$ cat config.mk
export PLATFORM = sky130hd
export DESIGN_NAME = microwave_ctrl_p
export DESIGN_NICKNAME = d
export VERILOG_FILES = /design/src/rtl/microwave_ctrl_p.sv
export SDC_FILE = /design/constraint.sdc
export NUM_CORES = 1
export LEC_CHECK = 0
export CORE_ASPECT_RATIO = 0.75
export CORE_MARGIN = 2
export CORE_UTILIZATION = 25
export CTS_BUF_LIST = sky130_fd_sc_hd__clkbuf_8
export CTS_CLUSTER_DIAMETER = 40
export DETAILED_ROUTE_END_ITERATION = 10
export GPL_TIMING_DRIVEN = 0
export PLACE_DENSITY = 0.48
export SLEW_MARGIN = 20
export SYNTH_ARGS = -nofsm -noshare
export SYNTH_HDL_FRONTEND = slang
export SYNTH_SLANG_ARGS = --single-unit
$ cat constraint.sdc
create_clock -name clock -period 4.5 [get_ports clock]
set_clock_uncertainty 0.15 [all_clocks]
set_input_delay 0.9 -clock clock [delete_from_list [all_inputs] [get_ports clock]]
set_output_delay 0.9 -clock clock [all_outputs]
set_load 0.01 [all_outputs]
$ cat src/rtl/microwave_ctrl_p.sv
// Microwave controller: keypad m:ss entry, power level, 1 Hz BCD countdown,
// magnetron duty cycling, door pause/resume and a timed done beep.
module microwave_ctrl_p #(
  parameter int TICK_DIV    = 50000000,
  parameter int DUTY_WINDOW = 10,
  parameter int BEEP_TICKS  = 3
) (
  input  logic       clock,
  input  logic       clrn,
  input  logic [9:0] keypad,
  input  logic       startn,
  input  logic       stopn,
  input  logic       powern,
  input  logic       door_closed,
  output logic       mag_on,
  output logic       lamp,
  output logic       beep,
  output logic [3:0] mins,
  output logic [3:0] sec_tens,
  output logic [3:0] sec_ones,
  output logic [3:0] power_lvl
);

  localparam int PW = $clog2(TICK_DIV);
  localparam int BW = $clog2(BEEP_TICKS + 1);
  localparam logic [3:0] DW4 = 4'(DUTY_WINDOW);

  localparam logic [2:0] S_IDLE  = 3'd0;
  localparam logic [2:0] S_ENTRY = 3'd1;
  localparam logic [2:0] S_PSEL  = 3'd2;
  localparam logic [2:0] S_COOK  = 3'd3;
  localparam logic [2:0] S_PAUSE = 3'd4;
  localparam logic [2:0] S_DONE  = 3'd5;

  // Buttons and door idle high so a reset never fabricates an edge or a door-open
  localparam logic [13:0] SYNC_RST = {4'hF, 10'h000};

  logic [13:0] meta_q, sync_q;
  logic [12:0] prev_q;

  always_ff @(posedge clock or negedge clrn) begin
    if (!clrn) begin
      meta_q <= SYNC_RST;
      sync_q <= SYNC_RST;
      prev_q <= SYNC_RST[12:0];
    end else begin
      meta_q <= {door_closed, powern, stopn, startn, keypad};
      sync_q <= meta_q;
      prev_q <= sync_q[12:0];
    end
  end

  logic [9:0] key_s;
  logic       door_s, start_ev, stop_ev, power_ev, key_ev;
  logic [3:0] key_d;

  assign key_s    = sync_q[9:0];
  assign door_s   = sync_q[13];
  assign start_ev = prev_q[10] & ~sync_q[10];
  assign stop_ev  = prev_q[11] & ~sync_q[11];
  assign power_ev = prev_q[12] & ~sync_q[12];
  assign key_ev   = (prev_q[9:0] == 10'd0) && $onehot(key_s);

  always_comb begin
    key_d = 4'd0;
    for (int i = 0; i < 10; i++)
      if (key_s[i]) key_d = 4'(i);
  end

  logic [2:0]    state_q, state_d;
  logic [3:0]    mins_q, mins_d, tens_q, tens_d, ones_q, ones_d;
  logic [3:0]    pwr_q, pwr_d, win_q, win_d;
  logic [PW-1:0] presc_q, presc_d;
  logic [BW-1:0] beep_q, beep_d;

  always_ff @(posedge clock or negedge clrn) begin
    if (!clrn) begin
      state_q <= S_IDLE;
      mins_q  <= 4'd0;
      tens_q  <= 4'd0;
      ones_q  <= 4'd0;
      pwr_q   <= DW4;
      win_q   <= 4'd0;
      presc_q <= '0;
      beep_q  <= '0;
    end else begin
      state_q <= state_d;
      mins_q  <= mins_d;
      tens_q  <= tens_d;
      ones_q  <= ones_d;
      pwr_q   <= pwr_d;
      win_q   <= win_d;
      presc_q <= presc_d;
      beep_q  <= beep_d;
    end
  end

  logic          tick, time_zero, dec_zero;
  logic [PW-1:0] presc_nxt;
  logic [3:0]    win_nxt, pwr_key;
  logic [3:0]    dec_m, dec_t, dec_o;

  assign tick      = (presc_q == PW'(TICK_DIV - 1));
  assign presc_nxt = tick ? '0 : presc_q + 1'b1;
  assign win_nxt   = (win_q == 4'(DUTY_WINDOW - 1)) ? 4'd0 : win_q + 4'd1;
  assign time_zero = ({mins_q, tens_q, ones_q} == 12'd0);
  assign pwr_key   = (key_d == 4'd0 || key_d > DW4) ? DW4 : key_d;

  // BCD borrow chain; tens above 5 simply count down as entered
  always_comb begin
    dec_m = mins_q;
    dec_t = tens_q;
    dec_o = ones_q;
    if (ones_q != 4'd0) begin
      dec_o = ones_q - 4'd1;
    end else if (tens_q != 4'd0) begin
      dec_o = 4'd9;
      dec_t = tens_q - 4'd1;
    end else begin
      dec_o = 4'd9;
      dec_t = 4'd5;
      dec_m = mins_q - 4'd1;
    end
  end
  assign dec_zero = ({dec_m, dec_t, dec_o} == 12'd0);

  always_comb begin
    state_d = state_q;
    mins_d  = mins_q;
    tens_d  = tens_q;
    ones_d  = ones_q;
    pwr_d   = pwr_q;
    win_d   = win_q;
    presc_d = presc_q;
    beep_d  = beep_q;
    case (state_q)
      S_IDLE: begin
        if (power_ev) begin
          state_d = S_PSEL;
        end else if (key_ev) begin
          state_d = S_ENTRY;
          mins_d  = 4'd0;
          tens_d  = 4'd0;
          ones_d  = key_d;
        end
      end
      S_ENTRY: begin
        if (stop_ev) begin
          state_d = S_IDLE;
          mins_d  = 4'd0;
          tens_d  = 4'd0;
          ones_d  = 4'd0;
        end else if (start_ev && door_s && !time_zero) begin
          state_d = S_COOK;
          presc_d = '0;
          win_d   = 4'd0;
        end else if (power_ev) begin
          state_d = S_PSEL;
        end else if (key_ev) begin
          mins_d = tens_q;
          tens_d = ones_q;
          ones_d = key_d;
        end
      end
      S_PSEL: begin
        if (stop_ev || key_ev) begin
          state_d = time_zero ? S_IDLE : S_ENTRY;
          if (!stop_ev) pwr_d = pwr_key;
        end
      end
      S_COOK: begin
        if (!door_s || stop_ev) begin
          state_d = S_PAUSE;
        end else begin
          presc_d = presc_nxt;
          if (tick) begin
            win_d  = win_nxt;
            mins_d = dec_m;
            tens_d = dec_t;
            ones_d = dec_o;
            if (dec_zero) begin
              state_d = S_DONE;
              presc_d = '0;
              beep_d  = '0;
            end
          end
        end
      end
      S_PAUSE: begin
        if (stop_ev) begin
          state_d = S_IDLE;
          mins_d  = 4'd0;
          tens_d  = 4'd0;
          ones_d  = 4'd0;
        end else if (start_ev && door_s) begin
          state_d = S_COOK;
        end
      end
      S_DONE: begin
        presc_d = presc_nxt;
        if (tick && beep_q < BW'(BEEP_TICKS)) beep_d = beep_q + 1'b1;
        if (!door_s || stop_ev || key_ev) begin
          state_d = S_IDLE;
          pwr_d   = DW4;
          presc_d = '0;
        end
      end
      default: state_d = S_IDLE;
    endcase
  end

  // Gated by the synchronised door too, so the magnetron drops a cycle before PAUSED
  assign mag_on    = (state_q == S_COOK) && door_s && (win_q < pwr_q);
  assign lamp      = (state_q == S_COOK) || !door_s;
  assign beep      = (state_q == S_DONE) && (beep_q < BW'(BEEP_TICKS));
  assign mins      = mins_q;
  assign sec_tens  = tens_q;
  assign sec_ones  = ones_q;
  assign power_lvl = pwr_q;

endmodule

==> results.txt, run 1 <==
Maximum number of pins on one net before global-route repair: 50
Max Fanout on Critical Path: 3
Multi-input gate area: 0.00240 sq mm
WL final: 12100 um
Worst Setup Path Type: reg -> reg
H-tree depth: 3
Worst min path class: reg -> reg
Critical-path cell list: fa_1 -> fa_1 -> inv_1 -> fa_1 -> inv_1 -> ha_2 -> inv_2 -> fa_2 -> nor4bb_4 -> o2111a_2 -> o31a_1 -> or3_4 -> or4_1 -> nand3_1
Share of flip-flops with an asynchronous set or reset: 1.00
Total of max-cap violations: 0
Slew headroom: 0.252
Non-Filler Instances: 795
Initial antenna violation count: 0
Outcome: complete, no violations
I/O Pins: 35
Worst Tran Pin Value: 1100 ps
Fmax: 225 MHz
Chip height: 123 um
Starting Density: 0.256
Most frequent cells in the layout: 77 x dfrtp_1, 43 x nand2_1, 37 x nor2_1, 33 x clkdlybuf4s50_1, 31 x o21ai_0
First-pass GRT wire length: 20100 um
Core ar.: 0.0185 sq mm
Critical path's slowest cell: fa_1
Post-synthesis sequential area ratio: 0.490
Number of synthesized flops with an enable pin: 0
Placed Cells: 766
Fin nets: 577
Mapped Avg Cell Area: 9.77 sq um
Largest cells by area after synthesis: dfrtp_1 42%, dfstp_2 7.2%, o21ai_0 4.1%, nand2_1 3.6%, nor2_1 3.1%
Metal-1 WL: 5800 um
CP max stage delay: 520 ps
Largest family of logic cells by synthesized area: simple AND/OR/NAND/NOR gates
Drt via density: 4.95
Top cell by count, worst path: fa_1
Clock share of power: 0.194
Fin. max-slew vios: 0
Post-synthesis compound-gate area fraction: 0.186
IO Port Bufs: 34
Logic pwr share: 0.442
GPL Wtd Cong: 0.846
Storage cell area: 0.00232 sq mm
Reg power frac: 0.364
# setup viols final: 0
Arrival time worst endpoint: 4620 ps
Ys flop type: dfrtp_1
Share of layout cells above drive strength 1: 0.175
Area growth, synth to finish: 25.0%
Yosys reg bits: 92
Tmin final: 4450 ps
DRT antenna net count: 0
Post-synthesis adder-cell area fraction: 0.0545
Yosys warnings: 0
Post-Synthesis Net Count: 517
Total number of vias: 3938
1st-pass router iterations: 5
Mapped Area: 0.00473 sq mm
CTS sink count: 92
Internal power: 1.61 mW
Cells after synthesis: 484
Top-area cell type share of the netlist area: 0.418
Unrepaired setup endpoints after global routing: true
Post-Synth XOR/XNOR Area: 0.00185
Post-Place Worst Slack: -633 ps
Number of global-route vias before repair: 3887
Overall Global Routing Usage: 0.128
Clock Tree Root: clkbuf_8
Post-synth top area cell: dfrtp_1
Critical Path Source Type: flop
Detail Placement HPWL: 8530 um
Post-synthesis mux area share: 0.00450
Max Used Layer: met4
Initial DRC Count: 258
Endpoint class of the critical path: flop
Switching share of power: 0.410
Final Hold Viols: 0
Switching power: 1.12 mW
GRT overflow: 0
Synth Area in Simple Gates: 0.224
Die area: 0.0201 sq mm
Skew-Pair Late Insertion Delay: 380 ps
Commonest non-fill, non-tap cell in the layout: dfrtp_1
DRC: 0
Met2 wire len: 5490 um
DR WL met3: 668 um
Unique cell type count in the Yosys netlist: 64
Clock buffer count from CTS: 9
Final worst slack: 51.7 ps
Leakage power: 2.45 nW
Peak supply drop: 0.162 mV
Filler Cell Count: 1951
CTS tree: built
Setup TNS: 0 ps
Diode count: 0
Pwr dens: 463 mW/mm^2
Die Wd: 163 um
WP data required: 4670 ps
Period utilization: 0.989
Clock transition at the registers of the reported paths: 100 ps
Num rows: 43
WL per Instance: 15.2 um
Clk buf depth: 2
## layout make-up
class	count	area share
inverter	25	0.0159
tap	247	0.0523
clock buffer	9	0.0209
clock inverter	6	0.00910
buffer	18	0.0203
sequential	92	0.393
multi-input combinational	349	0.406
timing repair buffer	49	0.0827
## through the flow
step / util / hold WS, ps / total power, mW / instance area [sq um]
global route: 0.319 / 204 / 2.94 / 5910
detailed placement: 0.293 / 186 / 2.08 / 5410
CTS: 0.308 / 204 / 2.67 / 5700
floorplan: - / 181 / 1.71 / 4730
global placement: 0.291 / 185 / 2.06 / 5380
finish: 0.319 / 205 / 2.74 / 5910
## final timing paths
path / startpoint / endpoint / slack, ps / cells after the start
setup reg to reg: sync_q[7] / presc_q[25] / 50 / 14
hold reg to reg: meta_q[10] / sync_q[10] / 200 / 0
min in group asynchronous: clrn / presc_q[18] / 290 / 1
setup / recovery: sync_q[7] / presc_q[25] / 50 / 14
max in group asynchronous: clrn / power_lvl[1] / 3280 / 2
hold / removal: meta_q[10] / sync_q[10] / 200 / 0
## registers in the layout, summed over array words and instances (netlist names)
signal,count
beep_q,2
meta_q,14
mins,4
power_lvl,4
presc_q,26
prev_q,13
sec_ones,4
sec_tens,4
state_q,3
sync_q,14
win_q,4
## worst max-delay path: cells and delay by family (launching register included)
kind / cells / cell delay [ps]
adder cells (fa/ha/maj): 5 / 2090
buffers and inverters: 3 / 140
AO/OA/AOI/OAI: 2 / 480
flip-flops: 1 / 440
AND/OR/NAND/NOR: 4 / 1090
## power by group through the flow
stage | clock, mW | combinational [mW] | sequential (mW)
4_1_cts | 0.559 | 1.12 | 0.995
2_1_floorplan | 0 | 0.711 | 1.00
3_5_place_dp | 0 | 1.07 | 1.01
3_3_place_gp | 0 | 1.05 | 1.01
6_report | 0.532 | 1.21 | 0.995
5_1_grt | 0.591 | 1.34 | 1.01
## metal layers
| layer | vias to the layer above | global-route usage |
|---|---|---|
| met5 | - | 0 |
| met4 | 0 | 0.0376 |
| met3 | 13 | 0.0329 |
| met2 | 85 | 0.198 |
| met1 | 1944 | 0.177 |
| li1 | 1896 | - |
## kinds of logic after synthesis
family | count (synthesis)
AOI/OAI and AO/OA | 129
xor gates and xnor gates | 1
adders and majority gates | 17
buffers and inverters | 43
DFF | 92
muxes | 2
and+or+nand+nor | 200
## what timing repair did
item,in CTS,in global routing
buffers inserted,10,5
endpoints found under the setup margin,37,38
gates resized for setup,14,51
hold buffers,0,0
pin swaps,4,15
## cells in the mapped netlist, types with 6 or more instances
library cell and n:
o21ai_0 39, a22o_1 7, nor4_1 9, dfstp_2 13
inv_1 25, dfrtp_1 79, ha_1 11, clkbuf_1 10
nand2_1 45, nand2b_1 8, buf_2 6, nor3_1 22
a21o_1 16, nand4_1 9, nor2_1 39, or4_1 6
a22oi_1 6, and3_1 11, nand3_1 17, o22ai_1 6
a21oi_1 19, fa_1 6
No activity file was read; power rests on OpenSTA's default activity.
==> inputs of run 2 (changes only) <==
- CORE_ASPECT_RATIO: 0.75 -> unset
- PLACE_DENSITY: 0.48 -> 0.47
- clock period: 4.5 -> 5.3 ns (I/O delays scaled with it)
==> results.txt, run 2 (synthesized netlist as in run 1, its figures left out) <==
Worst min path class: reg -> reg (unchanged)
Initial DRC Count: 189 (was 258)
Share of layout cells above drive strength 1: 0.0953 (was 0.175)
Max reg flops: 26 (unchanged)
Fin. max-slew vios: 0 (unchanged)
IO Port Bufs: 34 (unchanged)
Post-Layout Inst Area: 0.00558 sq mm (was 0.00591 sq mm)
CTS sink count: 92 (unchanged)
Starting Density: 0.254 (was 0.256)
Delay-heaviest family, CP: adder cells (unchanged)
R2R setup slack: 350 ps (was 50 ps)
Tmin final: 4950 ps (was 4450 ps)
Post-Place Cell Area: 0.00540 sq mm (was 0.00541 sq mm)
Total of max-cap violations: 0 (unchanged)
Clock Tree Root: clkbuf_8 (unchanged)
Peak supply drop: 0.141 mV (was 0.162 mV)
Worst Setup Path Type: reg -> reg (unchanged)
WL per Instance: 15.4 um (was 15.2 um)
Area growth, synth to finish: 17.9% (was 25.0%)
Postcts setup bufs: 0 (was 10)
Detail Placement HPWL: 8460 um (was 8530 um)
Hold Path Depth: 0 (unchanged)
Skew-Pair Late Insertion Delay: 380 ps (about the same)
Critical path's slowest cell: fa_1 (unchanged)
Arrival time worst endpoint: 5090 ps (was 4620 ps)
Period utilization: 0.934 (was 0.989)
H-tree depth: 3 (unchanged)
Chip height: 142 um (was 123 um)
Endpoint class of the critical path: flop (unchanged)
Hold-fix buffers, CTS: 0 (unchanged)
Final Hold Viols: 0 (unchanged)
Most frequent cells in the layout: 79 x dfrtp_1, 45 x nand2_1, 39 x o21ai_0, 39 x nor2_1, 33 x clkdlybuf4s50_1 (was 77 x dfrtp_1, 43 x nand2_1, 37 x nor2_1, 33 x clkdlybuf4s50_1, 31 x o21ai_0)
I/O Pins: 35 (unchanged)
Non-Filler Instances: 769 (was 795)
Number of global-route vias before repair: 3937 (was 3887)
# setup viols final: 0 (unchanged)
Placed Cells: 753 (was 766)
First-pass GRT wire length: 20100 um (about the same)
Post-Place Worst Slack: 343 ps (was -633 ps)
Hold WS: 204 ps (was 205 ps)
GPL Wtd Cong: 0.831 (was 0.846)
Overall Global Routing Usage: 0.126 (was 0.128)
Fmax: 202 MHz (was 225 MHz)
Clk buf depth: 2 (unchanged)
Pwr dens: 396 mW/mm^2 (was 463 mW/mm^2)
Die Wd: 142 um (was 163 um)
Leakage power: 2.32 nW (was 2.45 nW)
WP data required: 5440 ps (was 4670 ps)
Maximum number of pins on one net before global-route repair: 60 (was 50)
CP max stage delay: 520 ps (about the same)
GRT overflow: 0 (unchanged)
Commonest non-fill, non-tap cell in the layout: dfrtp_1 (unchanged)
WL final: 11800 um (was 12100 um)
Num rows: 50 (was 43)
DRC: 0 (unchanged)
Top cell by count, worst path: fa_1 (unchanged)
Outcome: complete, no violations (unchanged)
Top flop regs: presc_q: 26 flops, meta_q: 14 flops, sync_q: 14 flops (unchanged)
Total number of vias: 3854 (was 3938)
Diode count: 0 (unchanged)
Met2 Track Usage GR: 0.202 (was 0.198)
Busiest grt layer: met2 (unchanged)
1st-pass router iterations: 5 (unchanged)
Met1 usage: 0.168 (was 0.177)
Reg2reg path depth: 15 (was 14)
Initial antenna violation count: 0 (unchanged)
Core ar.: 0.0186 sq mm (was 0.0185 sq mm)
CTS tree: built (unchanged)
Setup TNS: 0 ps (unchanged)
Critical Path Source Type: flop (unchanged)
Critical-path cell list: fa_1 -> fa_1 -> inv_1 -> fa_1 -> inv_1 -> ha_1 -> inv_1 -> fa_1 -> a2111oi_0 -> o2111a_1 -> o31a_1 -> nor2_1 -> clkbuf_1 -> a21o_1 -> a21o_1 (was fa_1 -> fa_1 -> inv_1 -> fa_1 -> inv_1 -> ha_2 -> inv_2 -> fa_2 -> nor4bb_4 -> o2111a_2 -> o31a_1 -> or3_4 -> or4_1 -> nand3_1)
Worst Tran Pin Value: 932 ps (was 1100 ps)
Drt via density: 5.01 (was 4.95)
Post-CTS resize count: 0 (was 14)
Critical path depth: 15 (was 14)
DRT antenna net count: 0 (unchanged)
Max Fanout on Critical Path: 10 (was 3)
Final worst slack: 351 ps (was 51.7 ps)
Grt met3 use: 0.0297 (was 0.0329)
Clock buffer count from CTS: 9 (unchanged)
Slew headroom: 0.374 (was 0.252)
Unrepaired setup endpoints after global routing: false (was true)
Final Util: 0.299 (was 0.319)
Clock transition at the registers of the reported paths: 100 ps (about the same)
Crit path buf inv count: 4 (was 3)
Fin nets: 563 (was 577)
Largest Register: presc_q (unchanged)
Die area: 0.0200 sq mm (was 0.0201 sq mm)
Total power: 2.21 mW (was 2.74 mW)
==> run 2: metal layers <==
metal  wire length (um)  vias to the layer above
met4                176                        0
met2               5630                       72
met3                386                       12
li1                   -                     1867
met1               5620                     1903
met5                  0                        -
==> run 2: area by class of cell <==
cell class,count,area (sq um)
Clock inverter,7,57.6
Inverter,25,93.8
Fill cell,1947,13100
Clock buffer,9,124
Multi-Input combinational cell,349,2230
Timing Repair Buffer,35,369
Tap cell,234,293
Sequential cell,92,2320
Buffer,18,90.1
==> run 2: path summary, 6_finish.rpt <==
path,endpoint,from
setup / recovery,presc_q[5],sync_q[5]
hold / removal,sync_q[13],meta_q[13]
setup reg to reg,presc_q[5],sync_q[5]
hold reg to reg,sync_q[13],meta_q[13]
max in group asynchronous,meta_q[13],clrn
min in group asynchronous,win_q[3],clrn
==> run 2: report_power, final <==
group	internal [mW]	switching, mW
Combinational	0.353	0.559
Sequential	0.771	0.0697
Clock	0.176	0.279
Total	1.30	0.907
==> run 2: worst register-to-register path, cell delays in order (launching register included) <==
cell	delay, ps
dfrtp_1	470
fa_1	520
fa_1	490
inv_1	50
fa_1	430
inv_1	70
ha_1	160
inv_1	60
fa_1	370
a2111oi_0	410
o2111a_1	390
o31a_1	350
nor2_1	220
clkbuf_1	320
a21o_1	240
a21o_1	170
==> inputs of run 3 (changes only) <==
- RECOVER_POWER: unset -> 50
- clock period: 5.3 -> 5.1 ns (I/O delays scaled with it)
==> results.txt, run 3 (synthesized netlist as in run 1, its figures left out) <==
Commonest non-fill, non-tap cell in the layout: dfrtp_1 (unchanged)
Drt via density: 5.02 (was 5.01)
Chip height: 142 um (unchanged)
WL per Instance: 15.3 um (was 15.4 um)
Endpoint class of the critical path: flop (unchanged)
I/O Pins: 35 (unchanged)
GRT overflow: 0 (unchanged)
Final Hold Viols: 0 (unchanged)
Fin nets: 565 (was 563)
Total number of vias: 3869 (was 3854)
Initial DRC Count: 186 (was 189)
Max Fanout on Critical Path: 10 (unchanged)
WL final: 11800 um (about the same)
First-pass GRT wire length: 20100 um (unchanged)
IO Port Bufs: 34 (unchanged)
Number of global-route vias before repair: 3937 (unchanged)
Fmax: 209 MHz (was 202 MHz)
Final Util: 0.299 (about the same)
Max reg flops: 26 (unchanged)
Area growth, synth to finish: 17.7% (was 17.9%)
Tmin final: 4780 ps (was 4950 ps)
Skew-Pair Late Insertion Delay: 380 ps (about the same)
Top flop regs: presc_q: 26 flops, meta_q: 14 flops, sync_q: 14 flops (unchanged)
Leakage power: 2.32 nW (about the same)
Crit path buf inv count: 4 (unchanged)
Clock transition at the registers of the reported paths: 100 ps (about the same)
Logic pwr share: 0.414 (was 0.413)
Pwr dens: 412 mW/mm^2 (was 396 mW/mm^2)
Critical R2R Capture: presc_q[5] (unchanged)
Critical path's slowest cell: fa_1 (unchanged)
Critical path depth: 15 (unchanged)
Arrival time worst endpoint: 4920 ps (was 5090 ps)
CTS tree: built (unchanged)
Critical path endpoint: presc_q[5] (unchanged)
CP max stage delay: 520 ps (about the same)
DRT antenna net count: 0 (unchanged)
Failing checks: capacitance limit, slew limit
# setup viols final: 0 (unchanged)
Post-Layout Inst Area: 0.00557 sq mm (was 0.00558 sq mm)
Period utilization: 0.937 (was 0.934)
Total of max-cap violations: 1 (was 0)
Unrepaired setup endpoints after global routing: false (unchanged)
Internal power: 1.35 mW (was 1.30 mW)
Maximum number of pins on one net before global-route repair: 60 (unchanged)
Non-Filler Instances: 771 (was 769)
Clock share of power: 0.205 (was 0.206)
R2R setup slack: 320 ps (was 350 ps)
Fin. max-slew vios: 35 (was 0)
Switching power: 0.944 mW (was 0.907 mW)
Delay-heaviest family, CP: adder cells (unchanged)
Initial antenna violation count: 0 (unchanged)
Critical Path Source Type: flop (unchanged)
Core ar.: 0.0186 sq mm (unchanged)
Outcome: complete, but fails checks (was complete, no violations)
Worst Tran Pin Value: 1890 ps (was 932 ps)
Reg-to-reg startpoint: sync_q[5] (unchanged)
Hold WS: 203 ps (was 204 ps)
GPL Wtd Cong: 0.831 (unchanged)
Clk buf depth: 2 (unchanged)
Most frequent cells in the layout: 79 x dfrtp_1, 45 x nand2_1, 39 x o21ai_0, 38 x nor2_1, 25 x inv_1 (was 79 x dfrtp_1, 45 x nand2_1, 39 x o21ai_0, 39 x nor2_1, 33 x clkdlybuf4s50_1)
H-tree depth: 3 (unchanged)
Overall Global Routing Usage: 0.126 (unchanged)
Peak supply drop: 0.146 mV (was 0.141 mV)
Num rows: 50 (unchanged)
Worst min path class: reg -> reg (unchanged)
Placed Cells: 753 (unchanged)
Detail Placement HPWL: 8460 um (unchanged)
Die Wd: 142 um (unchanged)
Worst Setup Path Type: reg -> reg (unchanged)
CP startpoint: sync_q[5] (unchanged)
Die area: 0.0200 sq mm (unchanged)
CTS sink count: 92 (unchanged)
WP data required: 5240 ps (was 5440 ps)
Largest Register: presc_q (unchanged)
1st-pass router iterations: 4 (was 5)
Slew headroom: -0.258 (was 0.374)
Reg2reg path depth: 15 (unchanged)
Clock buffer count from CTS: 9 (unchanged)
Diode count: 0 (unchanged)
Switching share of power: 0.411 (about the same)
Starting Density: 0.254 (unchanged)
Post-Place Cell Area: 0.00540 sq mm (unchanged)
DRC: 0 (unchanged)
Share of layout cells above drive strength 1: 0.0987 (was 0.0953)
Reg power frac: 0.381 (about the same)
Top cell by count, worst path: fa_1 (unchanged)
Critical-path cell list: fa_1 -> fa_1 -> inv_1 -> fa_1 -> inv_1 -> ha_1 -> inv_1 -> fa_1 -> a2111oi_0 -> o2111a_2 -> o31a_1 -> nor2_2 -> clkbuf_1 -> a21o_1 -> a21o_1 (was fa_1 -> fa_1 -> inv_1 -> fa_1 -> inv_1 -> ha_1 -> inv_1 -> fa_1 -> a2111oi_0 -> o2111a_1 -> o31a_1 -> nor2_1 -> clkbuf_1 -> a21o_1 -> a21o_1)
Clock Tree Root: clkbuf_8 (unchanged)
## run 3: cell types whose count changed in the layout (fill, tap and decap cells not counted)
| cell | delta |
|---|---|
| nor2_1 | -1 |
| dlygate4sd3_1 | +14 |
| buf_16 | -1 |
| buf_6 | -1 |
| o2111a_1 | -1 |
| clkbuf_1 | +1 |
| dfstp_1 | +1 |
| nor2_2 | +1 |
| buf_4 | +2 |
| clkbuf_2 | +1 |
| o2111a_2 | +1 |
| dfstp_2 | -1 |
| clkdlybuf4s50_1 | -14 |
## run 3: cell type report
cell class              count  area, sq um
multi-input cells         349         2240
well taps                 234          293
fillers                  1953        13100
clock inverters             7         57.6
repair buffers             37          354
flip-flops and latches     92         2320
clock buffers               9          124
inverters                  25         93.8
plain buffers              18         90.1
## run 3: worst min path at each step
stage	startpoint	endpoint	slack, ps	cells after the start
final	meta_q[13]	sync_q[13]	200	0
after global routing	meta_q[12]	sync_q[12]	210	0
after CTS	meta_q[12]	sync_q[12]	200	0
after detailed placement	meta_q[9]	sync_q[9]	190	0
after global placement	meta_q[0]	sync_q[0]	190	0
after floorplan	meta_q[0]	sync_q[0]	180	0
## run 3: timing repair
item,4_1_cts,5_1_grt
gates resized for setup,0,2
setup endpoints to repair,0,10
hold endpoints to repair,0,0
hold buffers,0,0
buffers inserted,0,2
## run 3: power by group through the flow
| stage | clock (mW) | combinational, mW | sequential (mW) |
|---|---|---|---|
| finish | 0.471 | 0.950 | 0.874 |
| global route | 0.522 | 1.06 | 0.890 |
| CTS | 0.498 | 0.946 | 0.875 |
| detailed placement | 0 | 0.942 | 0.889 |
| global placement | 0 | 0.927 | 0.888 |
| floorplan | 0 | 0.628 | 0.885 |
## run 3: metrics by stage
stage	total power, mW	setup TNS (ps)	setup WS, ps
final	2.30	0	320
after detailed placement	1.83	0	143
after floorplan	1.51	0	768
after CTS	2.32	0	128
after global routing	2.47	0	50.5
after global placement	1.81	-53000	-679
## run 3: routing by layer
metal | global-route usage | wire [um]
met5 | 0 | 0
met1 | 0.168 | 5510
met4 | 0.0437 | 184
met2 | 0.202 | 5620
met3 | 0.0297 | 464
